$ cat src/rtl/lsu_pkg.sv
// Shared encodings for the memory-stage load/store unit.
package lsu_pkg;

  localparam logic [1:0] OP_NONE  = 2'b00;
  localparam logic [1:0] OP_LOAD  = 2'b01;
  localparam logic [1:0] OP_STORE = 2'b10;

  localparam logic [1:0] SZ_BYTE = 2'b00;
  localparam logic [1:0] SZ_HALF = 2'b01;
  localparam logic [1:0] SZ_WORD = 2'b10;

  typedef enum logic [1:0] {
    ST_IDLE   = 2'b00,
    ST_ACCESS = 2'b01,
    ST_RESP   = 2'b10
  } state_t;

  localparam logic [31:0] MEM_BASE_DEFAULT = 32'h0100_0000;

  function automatic logic [2:0] size_bytes(input logic [1:0] size);
    case (size)
      SZ_BYTE: size_bytes = 3'd1;
      SZ_HALF: size_bytes = 3'd2;
      default: size_bytes = 3'd4;
    endcase
  endfunction

endpackage

$ cat src/rtl/load_extend.sv
// Combinational load-data extension: byte/half/word, signed or unsigned.
module load_extend
  import lsu_pkg::*;
#(
  parameter int XLEN = 32
) (
  input  logic [XLEN-1:0] data,
  input  logic [1:0]      size,
  input  logic            is_unsigned,
  output logic [XLEN-1:0] result
);

  always_comb begin
    result = data;
    case (size)
      SZ_BYTE: result = {{(XLEN-8){~is_unsigned & data[7]}}, data[7:0]};
      SZ_HALF: result = {{(XLEN-16){~is_unsigned & data[15]}}, data[15:0]};
      default: result = data;
    endcase
  end

endmodule

$ cat src/rtl/mem_stage_lsu.sv
// Memory-stage LSU: IDLE -> ACCESS (one memory cycle) -> RESP handshake to writeback.
// Define LSU_MISALIGN_TRAP_EN to fault misaligned half/word accesses.
module mem_stage_lsu
  import lsu_pkg::*;
#(
  parameter int          XLEN      = 32,
  parameter logic [31:0] MEM_BASE  = MEM_BASE_DEFAULT,
  parameter int unsigned MEM_DEPTH = 1048576
) (
  input  logic            clock,
  input  logic            reset_n,
  input  logic            in_valid,
  output logic            in_ready,
  input  logic [1:0]      in_op,
  input  logic [1:0]      in_size,
  input  logic            in_unsigned,
  input  logic [31:0]     in_addr,
  input  logic [XLEN-1:0] in_wdata,
  input  logic [4:0]      in_rd,
  input  logic [31:0]     in_pc,
  input  logic            flush,
  output logic [31:0]     mem_address,
  output logic [XLEN-1:0] mem_data_in,
  output logic            mem_read_write,
  output logic [1:0]      mem_access_size,
  output logic            mem_is_signed,
  input  logic [XLEN-1:0] mem_data_out,
  output logic            out_valid,
  input  logic            out_ready,
  output logic [XLEN-1:0] out_result,
  output logic [4:0]      out_rd,
  output logic [31:0]     out_pc,
  output logic            out_wb_en,
  output logic            out_fault
);

  localparam logic [32:0] MEM_LAST = {1'b0, MEM_BASE} + 33'(MEM_DEPTH) - 33'd1;

  state_t          state;
  logic [1:0]      op_reg;
  logic            fault_reg;
  logic [1:0]      req_size;
  logic [32:0]     last_byte;
  logic            out_of_range;
  logic            misaligned;
  logic            is_mem_op;
  logic            req_fault;
  logic            accept;
  logic            load_unsigned;
  logic [XLEN-1:0] load_value;

  assign req_size     = (in_size == 2'b11) ? SZ_WORD : in_size;
  assign last_byte    = {1'b0, in_addr} + 33'(size_bytes(req_size)) - 33'd1;
  assign out_of_range = (in_addr < MEM_BASE) | (last_byte > MEM_LAST);
`ifdef LSU_MISALIGN_TRAP_EN
  assign misaligned   = ((req_size == SZ_HALF) & in_addr[0]) |
                        ((req_size == SZ_WORD) & (in_addr[1:0] != 2'b00));
`else
  assign misaligned   = 1'b0;
`endif
  assign is_mem_op    = (in_op == OP_LOAD) | (in_op == OP_STORE);
  assign req_fault    = is_mem_op & (out_of_range | misaligned);

  assign in_ready = ~flush & ((state == ST_IDLE) | ((state == ST_RESP) & out_ready));
  assign accept   = in_valid & in_ready;

  assign load_unsigned = ~mem_is_signed;

  load_extend #(.XLEN(XLEN)) u_load_extend (
    .data        (mem_data_out),
    .size        (mem_access_size),
    .is_unsigned (load_unsigned),
    .result      (load_value)
  );

  always_ff @(posedge clock or negedge reset_n) begin
    if (!reset_n) begin
      state           <= ST_IDLE;
      op_reg          <= OP_NONE;
      fault_reg       <= 1'b0;
      mem_address     <= '0;
      mem_data_in     <= '0;
      mem_read_write  <= 1'b0;
      mem_access_size <= 2'b00;
      mem_is_signed   <= 1'b0;
      out_valid       <= 1'b0;
      out_result      <= '0;
      out_rd          <= '0;
      out_pc          <= '0;
      out_wb_en       <= 1'b0;
      out_fault       <= 1'b0;
    end else begin
      // The write strobe is a one-cycle pulse; only an accepted store raises it.
      mem_read_write <= 1'b0;
      case (state)
        ST_ACCESS: begin
          if (flush) begin
            state <= ST_IDLE;
          end else begin
            state      <= ST_RESP;
            out_valid  <= 1'b1;
            out_fault  <= fault_reg;
            out_result <= ((op_reg == OP_LOAD) && !fault_reg) ? load_value : '0;
            out_wb_en  <= (op_reg == OP_LOAD) & ~fault_reg & (out_rd != 5'd0);
          end
        end
        ST_RESP: begin
          if (flush || out_ready) begin
            state     <= ST_IDLE;
            out_valid <= 1'b0;
          end
        end
        default: ;
      endcase

      if (accept) begin
        out_rd    <= in_rd;
        out_pc    <= in_pc;
        op_reg    <= is_mem_op ? in_op : OP_NONE;
        fault_reg <= req_fault;
        if (is_mem_op) begin
          state           <= ST_ACCESS;
          out_valid       <= 1'b0;
          mem_address     <= in_addr;
          mem_data_in     <= in_wdata;
          mem_access_size <= req_size;
          mem_is_signed   <= ~in_unsigned;
          mem_read_write  <= (in_op == OP_STORE) & ~req_fault;
        end else begin
          state      <= ST_RESP;
          out_valid  <= 1'b1;
          out_result <= in_addr;
          out_fault  <= 1'b0;
          out_wb_en  <= (in_rd != 5'd0);
        end
      end
    end
  end

endmodule

$ cat config.mk
export PLATFORM = sky130hd
export DESIGN_NAME = mem_stage_lsu
export DESIGN_NICKNAME = d
export VERILOG_FILES = /design/src/rtl/lsu_pkg.sv /design/src/rtl/load_extend.sv /design/src/rtl/mem_stage_lsu.sv
export SDC_FILE = /design/constraint.sdc
export NUM_CORES = 1
export LEC_CHECK = 0
export ABC_AREA = 0
export BUFFER_PORTS_ARGS = -buffer_cell sky130_fd_sc_hd__buf_2
export CAP_MARGIN = 10
export CORE_UTILIZATION = 25
export DETAILED_ROUTE_END_ITERATION = 6
export GPL_TIMING_DRIVEN = 0
export PLACE_DENSITY = 0.57
export SLEW_MARGIN = 30
export SYNTH_ARGS = -nofsm -noshare
export SYNTH_HDL_FRONTEND = slang
export SYNTH_HIERARCHICAL = 1
export SYNTH_SLANG_ARGS = --single-unit
$ cat constraint.sdc
create_clock -name clock -period 2.2 [get_ports clock]
set_input_delay 0.44 -clock clock [delete_from_list [all_inputs] [get_ports clock]]
set_output_delay 0.44 -clock clock [all_outputs]
set_load 0.05 [all_outputs]
After elaboration in Yosys (flattened, before gate mapping):

Index checks and enable logic that the tools add are counted.

* flip-flop bits (word level): 145
* input bits: 143
* logic and storage cells: 85

* add/sub/neg operators: 2
* $lt $le $gt $ge: 2
* equality and inequality tests: 10
* multiplexer cells: 29
* bitwise gates (word level): 16
* reductions and logical operators: 12

Operators with widths (number)
* $mux W32: 5
* $pmux W32 S2: 1
* $add A32 B3 Y33: 1
* $gt A33 B25 Y1 const B: 1
* $sub A33 B1 Y33 const B: 1
* $lt A32 B25 Y1 const B: 1
* $mux W1: 14
* $mux W2: 6
* $eq A2 B1 Y1 const B: 5
* $reduce_bool A5 Y1: 2
* $and A1 B1 Y1: 9
* $eq A2 B2 Y1 const B: 3
* $logic_not A2 Y1: 3
* $pmux W3 S2: 1
* $not A1 Y1: 4
* $pmux W2 S2: 1
* $reduce_and A2 Y1: 2
* $ne A3 B2 Y1 const B: 1
* $ne A3 B3 Y1 const B: 1
* $or A1 B1 Y1: 3
* $reduce_and A3 Y1: 1
* $reduce_bool A3 Y1: 1
* $pmux W1 S2: 1
* $logic_and A1 B1 Y1: 1
* 2 further kinds: 2

Logic depth before layout (Yosys ltp):

* depth in word-level cells: 13
* depth in mapped cells: 16
* mapped depth without buffers: 16

Hierarchy:

The synthesis kept the hierarchy.

Modules (own cells, without submodules)
* mem_stage_lsu: instances 1, cells each 867, area an instance 7478.4 sq um, seq. area each 3628.5 sq um
* load_extend: instances 1, cells each 67, area an instance 355.3 sq um, seq. area each 0.0 sq um

Worst setup path after synthesis:

Ideal clock, no wire load.

* path kind: input -> register
* from: input in_size[1]
* to: register fault_reg
* library setup time: 0.121 ns
* arrival: 2.900 ns
* required time: 2.079 ns
* path slack: -0.821 ns
* stages on the path: 15
* buffers on the path: 0
* cell sequence: or2_2 ha_1 inv_1 ha_1 inv_1 fa_1 nor2b_1 o31ai_1 a21o_1 o211ai_1 a31oi_1 xnor2_1 o41ai_2 nand4_1 a22o_1

* cells in the longest elaborated chain, start to end: 9

Ends and longest elaborated chain
* from (decl): RTL line mem_stage_lsu.sv:15 `input logic [1:0] in_size,`
* $eq A2 B2 Y1: RTL line mem_stage_lsu.sv:52 `assign req_size = (in_size == 2'b11) ? SZ_WORD : in_size;`
* $mux W2 (*): RTL line mem_stage_lsu.sv:52
* $eq A2 B1 Y1 or $logic_not A2 Y1 (tied branches): RTL line lsu_pkg.sv:21 `case (size)`
* $pmux W3 S2 (*): RTL line lsu_pkg.sv:21
* $add A32 B3 Y33 (*): RTL line mem_stage_lsu.sv:53 `assign last_byte = {1'b0, in_addr} + 33'(size_bytes(req_size)) - 33'd1;`
* $sub A33 B1 Y33 (*): RTL line mem_stage_lsu.sv:53
* $gt A33 B25 Y1 (*): RTL line mem_stage_lsu.sv:54 `assign out_of_range = (in_addr < MEM_BASE) | (last_byte > MEM_LAST);`
* $or A1 B1 Y1 (*): RTL line mem_stage_lsu.sv:54
* $and A1 B1 Y1 (*): RTL line mem_stage_lsu.sv:62 `assign req_fault = is_mem_op & (out_of_range | misaligned);`
* to (signal assigned): RTL line mem_stage_lsu.sv:120 `fault_reg <= req_fault;`
* to (decl): RTL line mem_stage_lsu.sv:41 `logic fault_reg;`

Mark *: on every way between the ends. The rest lies on a longest branch, timed or not.
A chain may end at the register's enable or synchronous reset.

Final worst setup path:

* from: input in_size[0]
* to: register fault_reg

Same word-level chain as after synthesis.

==> results.sh <==
export IMPL_tightestPinTransition_ns=0.6792
export IMPL_start_util_pct=25.54
export IMPL_ys_seq_elements=145
export IMPL_first_pass_iters=7
export IMPL_cts_sinks=145
export IMPL_die_x_um=179.0
export IMPL_dieHeight_um=179.0
export IMPL_design_die_area_um2=32050
export IMPL_syn_inst=934
export IMPL_report_final_slew_viol_count=0
export IMPL_slew_headroom_pct=54.72
export IMPL_muxShareOfSynthArea_pct=0.8305
export IMPL_clk_latency_ns=0.43
export IMPL_worst_slack_ns=-0.8534
export IMPL_cp_required_ns=2.51
export IMPL_core_area_um2=30670
export IMPL_hp_class="in -> reg"
export IMPL_clock_skew_ns=0.01438
export IMPL_max_freq_mhz=327.5
export IMPL_synth_edf_count=0
export IMPL_pwr_density_cell_nw_per_um2=1182
export IMPL_maxCapViolations=0
export IMPL_synth_simple_gate_area_share_pct=20.41
export IMPL_avgViaCountPerCell=4.684
export IMPL_cp_data_arrival_time_ns=3.36
export IMPL_synth_top_area_share_pct=46.32
export IMPL_grt_max_degree=81
export IMPL_synth_top_area_cell="dfrtp_1"
export IMPL_port_buffers=276
export IMPL_final_hold_viol_count=0
export IMPL_drtIter0Drc=375
export IMPL_cts_root_buf="clkbuf_16"
export IMPL_synth_async_reset_ratio_pct=100.0
export IMPL_ys_seq_area_share_pct=46.32
export IMPL_vias=7714
export IMPL_synth_xor_area_share_pct=0.5590
export IMPL_gp_congestion=0.8748
export IMPL_fillCellCount=3275
export IMPL_ys_top_cells_by_area="dfrtp_1, nand2_1, ha_1, o21ai_0, a21oi_1"
export IMPL_num_rows=64
export IMPL_synth_compound_area_share_pct=18.93
export IMPL_max_vdd_ir_drop_mv=0.6778
export IMPL_ys_dominant_reg_cell="dfrtp_1"
export IMPL_fin_crit_ns=3.053
export IMPL_period_share_pct=138.8
export IMPL_worst_setup_path_type="in -> reg"
export IMPL_grt_usage_pct=17.36
export IMPL_status="finished with violations"
export IMPL_routed_wirelength_mm=27.75
export IMPL_final_cell_area_um2=10620
export IMPL_synth_area_um2=7834
export IMPL_crit_path_start_kind="input port"
export IMPL_hold_ws_ns=0.1991
export IMPL_syn_avg_cell_area_um2=8.387
export IMPL_grt_pass1_vias=7324
export IMPL_grt_pass1_wl_mm=42.03
export IMPL_place_area_um2=9799
export IMPL_drive_gt1_share_pct=29.68
export IMPL_cts_tree="built"
export IMPL_syn2layout_area_growth_pct=35.54
export IMPL_drc=0
export IMPL_synth_top_family_by_area="simple AND/OR/NAND/NOR gates"
export IMPL_wl_per_cell_um=16.85
export IMPL_synth_nets=1121
export IMPL_grt_overflow=0
export IMPL_clk_pin_slew_ns=0.06
export IMPL_io_pins=284
export IMPL_finalSetupViolCount=2
export IMPL_synth_adder_area_share_pct=7.123
export IMPL_ys_warn_count=6
export IMPL_violations="setup timing"
export IMPL_rsz0062_at_grt="true"
export IMPL_htreeDepth=4
export IMPL_synth_cell_types=62
export IMPL_antenna_found_initial=0
export IMPL_clock_path_buffers=2
export IMPL_p_leak_nw=5.558
export IMPL_cts_buffers=17
export IMPL_final_antenna_net_count=0
export IMPL_fin_nets=1424
export IMPL_dp_hpwl_mm=21.65
export IMPL_cp_end_kind="flip-flop"
export IMPL_path_max_fanout=2
-- layout by cell type (no fill, tap or decap), drive strengths merged, types with 3 or more instances in the layout --
master,count
dfrtp,145
a211oi,8
nor2b,3
and2,3
ha,43
bufinv,4
nor2,52
a221o,3
nor3,8
clkinv,3
nand2b,3
a21o,10
o21a,5
a21oi,58
buf,306
a22oi,34
mux2i,5
nand4,7
nand3,7
inv,53
clkbuf,56
a31oi,5
o211ai,6
o21ai,79
nand2,298
xnor2,3
-- cell type report --
type | count | area, µm² | area share, %
Antenna cell | 1 | 2.502 | 0.02357
Inverter | 52 | 197.7 | 1.862
Tap cell | 396 | 495.5 | 4.667
Buffer | 52 | 270.3 | 2.545
Sequential cell | 145 | 3630 | 34.19
Timing Repair Buffer | 287 | 1509 | 14.21
Clock buffer | 24 | 501.7 | 4.725
Clock inverter | 8 | 147.6 | 1.391
Multi-Input combinational cell | 682 | 3864 | 36.39
-- metal layers --
metal	track usage (%)	wire length (µm)
met1	23.49	12730
met2	27.28	12550
met3	4.156	2027
met4	5.014	446
met5	0	0
-- worst max-delay path: stages --
cell      delay (ns)
buf_6           0.09
or2_4           0.25
ha_4            0.16
inv_2           0.05
ha_4            0.12
inv_2           0.03
fa_2            0.32
nor2b_2         0.15
o31ai_2         0.07
a21o_1          0.18
o211ai_1        0.28
a31oi_1         0.15
xnor2_1         0.16
o41ai_2         0.42
nand4_1         0.13
buf_4           0.17
a22o_1          0.18
-- stage by stage --
stage	util (%)	setup slack [ns]	std cells	power, mW	setup TNS [ns]
after floorplan	-	-0.7750	934	7.787	-1.388
after global placement	31.80	-1.691	1606	9.277	-299.99
after detailed placement	31.95	-1.492	1607	9.340	-51.64
after CTS	34.43	-0.8352	1644	12.67	-1.526
after global routing	34.61	-0.9400	1646	13.25	-1.867
final	34.62	-0.8534	1647	12.55	-1.687
-- synth_stat cells (all sizes together) (3+ instances only) --
cell / count
nand2: 298
dfrtp: 145
o21ai: 79
a21oi: 58
inv: 52
nor2: 52
ha: 43
clkbuf: 37
a22oi: 34
buf: 18
a21o: 10
a211oi: 8
nor3: 8
nand3: 7
nand4: 7
o211ai: 6
a31oi: 5
mux2i: 5
o21a: 5
a221o: 3
and2: 3
nand2b: 3
nor2b: 3
xnor2: 3
-- power by group --
group          switching [mW]  internal, mW  total, mW
Sequential              0.427          3.41       3.83
Combinational            4.14          1.33       5.47
Clock                    1.19          2.06       3.25
-- worst paths after layout --
| check | start | to | slack, ns | cells past startpoint |
|---|---|---|---|---|
| max | in_size[0] | fault_reg$_DFFE_PN0P_ | -0.85 | 17 |
| min | in_unsigned | mem_is_signed$_DFFE_PN0P_ | 0.20 | 2 |
| max reg2reg | state[1]$_DFFE_PN0P_ | out_result[28]$_DFF_PN0_ | 0.13 | 7 |
| min reg2reg | mem_data_in[18]$_DFFE_PN0P_ | mem_data_in[18]$_DFFE_PN0P_ | 0.47 | 2 |
| max in group asynchronous | reset_n | mem_address[29]$_DFFE_PN0P_ | 0.81 | 3 |
| min in group asynchronous | reset_n | mem_data_in[8]$_DFFE_PN0P_ | 0.56 | 2 |
-- cell families after synthesis --
logic type | count (synthesis)
flip-flops | 145
AND/OR/NAND/NOR | 393
adder cells (fa/ha/maj) | 44
buffers and inverters | 107
AO/OA/AOI/OAI | 234
multiplexers | 6
XOR/XNOR | 5
-- repair_timing --
action | in CTS | in global routing
endpoints found under the hold margin | 25 | 0
setup buffers | 7 | 2
hold buffers | 1 | 0
setup endpoints to repair | 101 | 87
resized for setup | 19 | 16
pin swaps | 16 | 5
No activity file was read; power rests on OpenSTA's default activity.
